$ cat src/rtl/fifo_pack_pkg.sv
`default_nettype none
// ============================================================================
// Module   : fifo_pack_pkg
// Purpose  : Shared sizes, chunk-size type and FSM state type for the byte
//            packer that feeds the byte-wide width-converting FIFO.
// Ports    : none (package)
// Revision : 1.0 - initial release
// ============================================================================
package fifo_pack_pkg;

    localparam int IN_BYTES  = 4;   // bytes in one producer lane
    localparam int OUT_BYTES = 8;   // bytes in one FIFO word
    localparam int ACC_BYTES = 12;  // accumulator depth

    // Chunk length code: length = code + 1 bytes
    typedef logic [1:0] chunk_size_t;

    typedef enum logic [1:0] {
        S_RUN   = 2'd0,
        S_FLUSH = 2'd1,
        S_DONE  = 2'd2
    } pack_state_t;

endpackage : fifo_pack_pkg
`default_nettype wire

$ cat src/rtl/fifo_pack_align.sv
`default_nettype none
// ============================================================================
// Module   : fifo_pack_align
// Purpose  : Combinational lane shifter. Places a 1..4 byte chunk at byte
//            offset 0..11 of the 12-byte accumulator image and returns the
//            per-byte write mask plus the shifted data.
// Ports    : i_data     chunk bytes, i_data[7:0] is the first byte
//            i_size     chunk length code (length = code + 1)
//            i_offset   destination byte offset in the accumulator
//            o_mask     one bit per accumulator byte that gets written
//            o_data     chunk bytes at their accumulator positions
// Revision : 1.0 - initial release
// ============================================================================
module fifo_pack_align
    import fifo_pack_pkg::*;
(
    input  logic [IN_BYTES*8-1:0]  i_data,
    input  chunk_size_t            i_size,
    input  logic [3:0]             i_offset,
    output logic [ACC_BYTES-1:0]   o_mask,
    output logic [ACC_BYTES*8-1:0] o_data
);

    // Each destination byte works out which chunk lane would land on it, so
    // every output bit has exactly one driver.
    for (genvar j = 0; j < ACC_BYTES; j++) begin : g_byte
        logic [3:0] w_lane;
        assign w_lane = 4'(j) - i_offset;
        assign o_mask[j] = (4'(j) >= i_offset) && (w_lane <= {2'b00, i_size});
        assign o_data[j*8 +: 8] = i_data[{w_lane[1:0], 3'b000} +: 8];
    end

endmodule : fifo_pack_align
`default_nettype wire

$ cat src/rtl/fifo_byte_packer.sv
`default_nettype none
// ============================================================================
// Module   : fifo_byte_packer
// Purpose  : Write-side front end of the byte-wide width-converting FIFO.
//            Packs 1..4 byte chunks little-endian into 64-bit words, never
//            writes while the FIFO is full, and supports a padded flush.
// Ports    : clock, reset    single clock, synchronous active-high reset
//            in_valid/in_data/in_size/in_ready   producer chunk handshake
//            flush / flush_done                  flush request / done pulse
//            fifo_full / fifo_write / fifo_data_in  FIFO write interface
// Config   : PACKER_SVA_EN - when defined, embedded concurrent assertions
// Revision : 1.0 - initial release
// ============================================================================
module fifo_byte_packer
    import fifo_pack_pkg::*;
#(
    parameter logic [7:0] PAD_BYTE = 8'h00
) (
    input  logic                   clock,
    input  logic                   reset,
    input  logic                   in_valid,
    input  logic [IN_BYTES*8-1:0]  in_data,
    input  chunk_size_t            in_size,
    output logic                   in_ready,
    input  logic                   flush,
    output logic                   flush_done,
    input  logic                   fifo_full,
    output logic                   fifo_write,
    output logic [OUT_BYTES*8-1:0] fifo_data_in
);

    localparam logic [3:0] c_word_bytes = 4'(OUT_BYTES);

    pack_state_t            r_state;
    logic [3:0]             r_cnt;
    logic [ACC_BYTES*8-1:0] r_acc;

    logic                   w_emit;
    logic                   w_accept;
    logic [ACC_BYTES*8-1:0] w_base_acc;
    logic [3:0]             w_base_cnt;
    logic [ACC_BYTES-1:0]   w_wr_mask;
    logic [ACC_BYTES*8-1:0] w_wr_data;
    logic [ACC_BYTES*8-1:0] w_bit_mask;
    logic [ACC_BYTES*8-1:0] w_acc_next;
    logic [3:0]             w_cnt_next;

    assign w_emit   = !fifo_full &&
                      ((r_cnt >= c_word_bytes) || ((r_state == S_FLUSH) && (r_cnt != 4'd0)));
    assign in_ready = (r_state == S_RUN) && ((r_cnt < c_word_bytes) || !fifo_full);
    assign w_accept = in_valid && in_ready;

    assign fifo_write = w_emit;
    assign flush_done = (r_state == S_DONE);

    // Image of the accumulator after this cycle's emit (if any); the new chunk
    // is placed on top of it, so emit and accept can share a cycle.
    assign w_base_acc = w_emit ? {{OUT_BYTES*8{1'b0}}, r_acc[ACC_BYTES*8-1:OUT_BYTES*8]} : r_acc;
    assign w_base_cnt = !w_emit                 ? r_cnt :
                        (r_cnt >= c_word_bytes) ? r_cnt - c_word_bytes : 4'd0;

    fifo_pack_align u_align (
        .i_data   (in_data),
        .i_size   (in_size),
        .i_offset (w_base_cnt),
        .o_mask   (w_wr_mask),
        .o_data   (w_wr_data)
    );

    for (genvar j = 0; j < ACC_BYTES; j++) begin : g_mask
        assign w_bit_mask[j*8 +: 8] = {8{w_wr_mask[j] & w_accept}};
    end

    assign w_acc_next = (w_base_acc & ~w_bit_mask) | (w_wr_data & w_bit_mask);
    assign w_cnt_next = w_base_cnt + (w_accept ? ({2'b00, in_size} + 4'd1) : 4'd0);

    // Output word: bytes past the fill level are padded on a partial word.
    // An empty packer presents all zeros regardless of the pad value.
    for (genvar k = 0; k < OUT_BYTES; k++) begin : g_out
        assign fifo_data_in[k*8 +: 8] =
            (r_cnt == 4'd0)                          ? 8'h00 :
            ((r_cnt >= c_word_bytes) || (4'(k) < r_cnt)) ? r_acc[k*8 +: 8] : PAD_BYTE;
    end

    always_ff @(posedge clock) begin
        if (reset) begin
            r_state <= S_RUN;
            r_cnt   <= 4'd0;
            r_acc   <= '0;
        end else begin
            r_acc <= w_acc_next;
            r_cnt <= w_cnt_next;
            case (r_state)
                S_RUN:   if (flush) r_state <= S_FLUSH;
                // Leave only once a cycle has been spent with nothing held
                S_FLUSH: if (r_cnt == 4'd0) r_state <= S_DONE;
                S_DONE:  r_state <= S_RUN;
                default: r_state <= S_RUN;
            endcase
        end
    end

`ifdef PACKER_SVA_EN
    a_no_write_full: assert property (@(posedge clock) disable iff (reset)
        fifo_write |-> !fifo_full)
        else $display("%0t a_no_write_full", $time);
    a_cnt_range: assert property (@(posedge clock) disable iff (reset)
        r_cnt <= 4'd11)
        else $display("%0t a_cnt_range", $time);
    a_done_pulse: assert property (@(posedge clock) disable iff (reset)
        flush_done |=> !flush_done)
        else $display("%0t a_done_pulse", $time);
    a_full_stall: assert property (@(posedge clock) disable iff (reset)
        ((r_cnt >= c_word_bytes) && fifo_full) |-> !in_ready)
        else $display("%0t a_full_stall", $time);
`else
    // No embedded checking in this build.
`endif

endmodule : fifo_byte_packer
`default_nettype wire

$ cat config.mk
export PLATFORM = sky130hd
export DESIGN_NAME = fifo_byte_packer
export DESIGN_NICKNAME = d
export VERILOG_FILES = /design/src/rtl/fifo_pack_pkg.sv /design/src/rtl/fifo_pack_align.sv /design/src/rtl/fifo_byte_packer.sv
export SDC_FILE = /design/constraint.sdc
export NUM_CORES = 1
export LEC_CHECK = 0
export BUFFER_PORTS_ARGS = -buffer_cell sky130_fd_sc_hd__buf_2
export CORE_MARGIN = 2
export CORE_UTILIZATION = 45
export CTS_BUF_LIST = sky130_fd_sc_hd__clkbuf_2
export DETAILED_ROUTE_END_ITERATION = 8
export PLACE_DENSITY = 0.68
export SLEW_MARGIN = 0
export SYNTH_ARGS = -nofsm -noshare
export SYNTH_HDL_FRONTEND = slang
export SYNTH_SLANG_ARGS = --single-unit
$ cat constraint.sdc
create_clock -name clock -period 4.6 [get_ports clock]
set_clock_uncertainty 0.05 [all_clocks]
set_input_delay 0.23 -clock clock [delete_from_list [all_inputs] [get_ports clock]]
set_output_delay 0.23 -clock clock [all_outputs]
set_load 0.05 [all_outputs]
==> results.toml <==
[yosys]
syn_avg_cell_area_sq_um = 8.39
syn-cell-area_sq_mm = 0.00606
ys.flop_type = "dfxtp_1"
synth_warnings = 0
ys_ff_latch = 102
yosysUniqueCellTypes = 51
syn-num-nets = 773
synth_edf_count = 0
synth_seq_area_share_pct = 33.7
syn-instance-count = 722
synth-async-reset-ratio_pct = 0

[cells_and_area]
multi_input_area_sq_mm = 0.00367
nets = 842
fillers = 1267
syn2layout_area_growth_pct = 11.4
seq_area_sq_mm = 0.00204
layout_common_cells = "buf_2 (105), dfxtp_1 (101), nand2_1 (86)"
drive_gt1_share_pct = 22.2
diodes = 0
utilization_pct = 51.2
final_common_cell = "buf_2"

[place]
dp_hpwl_mm = 12.0
gp_congestion = 0.879
port_buffers = 105

[routing]
vias_per_cell = 5.73
drc_errors = 0
drtIter0Drc = 504
dr.pass1.iters = 5
wl_per_cell_um = 16.9
vias = 5573
ant_nets = 0
totalWireLength_mm = 16.4

[floorplanning]
ios = 106
die_y_um = 120
initial_core_util_pct = 45.9
core_area_sq_mm = 0.0132
die_area_sq_mm = 0.0144
dieWidth_um = 120
rows = 42

[critical_path]
cp.required_ns = 5.14
worstSetupStartpointType = "flop"
reg2reg_slack_ns = 0.35
cp_data_arrival_time_ns = 4.79
reg2reg_depth = 9
cp-end-kind = "flop"
r2r_start = "r_state[0]"
crit_type = "flop to flop"
crit_fanout = 55

[global_routing]
grt_use_met1_pct = 29.3
use_met3_pct = 6.75
grt_pass1_wl_mm = 26.3
grt_overflow = 0
use_met2_pct = 36.4
track_usage_pct = 22.8
grt_max_degree = 73
grt-busiest-layer = "met2"
grt_pass1_vias = 5220
antenna_found_initial = 0

[clocking]
cts_sinks = 102
cts_inserted_buffers = 9
clk_latency_ns = 0.64
post-cts-setup-buffers = 0
cts.clk_slew.worst_paths_ns = 0.29
cts_root_buffer = "clkbuf_2"
cts_hold_buffers = 3
htreeDepth = 3
clock_path_buffers = 2
cts_tree = "yes"
cts_resized = 0

[hold_path]
hold_path_depth = 4
min_to = "r_cnt[0]"
hp-start = "in_size[0]"
holdCritPathClass = "input port to flop"

[power_and_ir_drop]
power_w = 0.00222
leakage_nw = 2.67
power.density_mw_per_mm2 = 329
peakVddDrop_mv = 0.202

[timing]
rsz0062_at_grt = "false"
fmax_ghz = 0.235
tightest_slew_ns = 1.15
setup_tns_ns = 0
final_max_slew_viol_count = 0
setup_violations = 0
fin_hold_ws_ns = 0.0506
final_hold_viol_count = 0
fin_crit_sh_pct = 92.5
slew-limit-headroom_pct = 22.9
fin_crit_ns = 4.25

[job]
cap_viol_max_count = 0

[outcome]
outcome = "finished, final reports clean"
cells by family after synthesis:
family | after synthesis | share of synthesized area (%)
flops | 102 | 33.7
compound gates | 119 | 13.7
xor+xnor | 5 | 0.723
buf+inv | 81 | 5.82
fa+ha+maj | 12 | 2.60
mux | 72 | 15.7
simple gates | 331 | 27.8
how the worst max path moves through the flow:
stage          startpoint         to  slack (ns)  cells past startpoint
3_3_place_gp    fifo_full       flop        0.60                     11
3_5_place_dp    fifo_full       flop        0.40                     11
4_1_cts        r_state[0]       flop        0.42                      9
5_1_grt        r_state[0]       flop        0.12                      9
6_report       r_state[0]       flop        0.35                      9
2_1_floorplan   fifo_full  r_acc[54]        0.81                     16
critical path, stage by stage (launching register included):
cell and delay [ns]:
dfxtp_1 0.49, or4b_4 0.77, and2_4 0.37, ha_1 0.57, inv_2 0.20, ha_1 0.33
nor2b_1 0.14, o2bb2ai_1 0.23, o2111ai_1 0.59, a311oi_1 0.45
routing by layer:
layer  part of all wire [%]  vias to the layer above
li1                       -                     2666
met1                     45                     2676
met2                     46                      203
met3                    7.5                       28
met4                    2.2                        0
met5                      0                        -
final cells by class:
class,count,area share (%)
clock buffers,9,0.667
clock inverters,7,1.09
well taps,176,3.26
inverters,25,1.39
multi-input cells,539,54.4
repair buffers,114,8.90
flip-flops and latches,102,30.3
power by group:
part           internal (W)  total, W  switching (W)
Clock              0.000127  0.000440       0.000313
Sequential         0.000961   0.00100      0.0000433
Combinational      0.000282  0.000773       0.000491
Total               0.00137   0.00222       0.000847
synthesized netlist by cell type (3+ instances only):
cell type | n | area [sq um]
nor3_1 | 9 | 45.0
and3_1 | 3 | 18.8
clkbuf_1 | 38 | 143
a21oi_1 | 32 | 160
mux4_2 | 16 | 360
nand3_1 | 34 | 170
o21ai_0 | 11 | 55.1
ha_1 | 11 | 138
nor2_1 | 64 | 240
mux2i_1 | 32 | 320
inv_1 | 23 | 86.3
buf_1 | 6 | 22.5
nand2b_1 | 15 | 93.8
dfxtp_1 | 102 | 2040
a311oi_1 | 25 | 219
and2_1 | 26 | 163
o221ai_1 | 16 | 140
xor2_1 | 3 | 26.3
buf_6 | 3 | 33.8
nand2_1 | 86 | 323
a31oi_1 | 17 | 106
a211oi_1 | 3 | 22.5
nor2b_1 | 72 | 450
mux2_2 | 24 | 270
buf_2 | 8 | 40.0
nand3b_1 | 9 | 67.6
through the flow:
| stage | cells | instance area (sq um) | setup slack, ns |
|---|---|---|---|
| after floorplan | 722 | 6060 | 0.813 |
| after global placement | 953 | 6600 | 0.600 |
| after detailed placement | 953 | 6600 | 0.405 |
| after CTS | 972 | 6750 | 0.416 |
| after global routing | 972 | 6750 | 0.124 |
| final | 972 | 6750 | 0.346 |
Note: power is estimated with default switching activity, not from simulation.
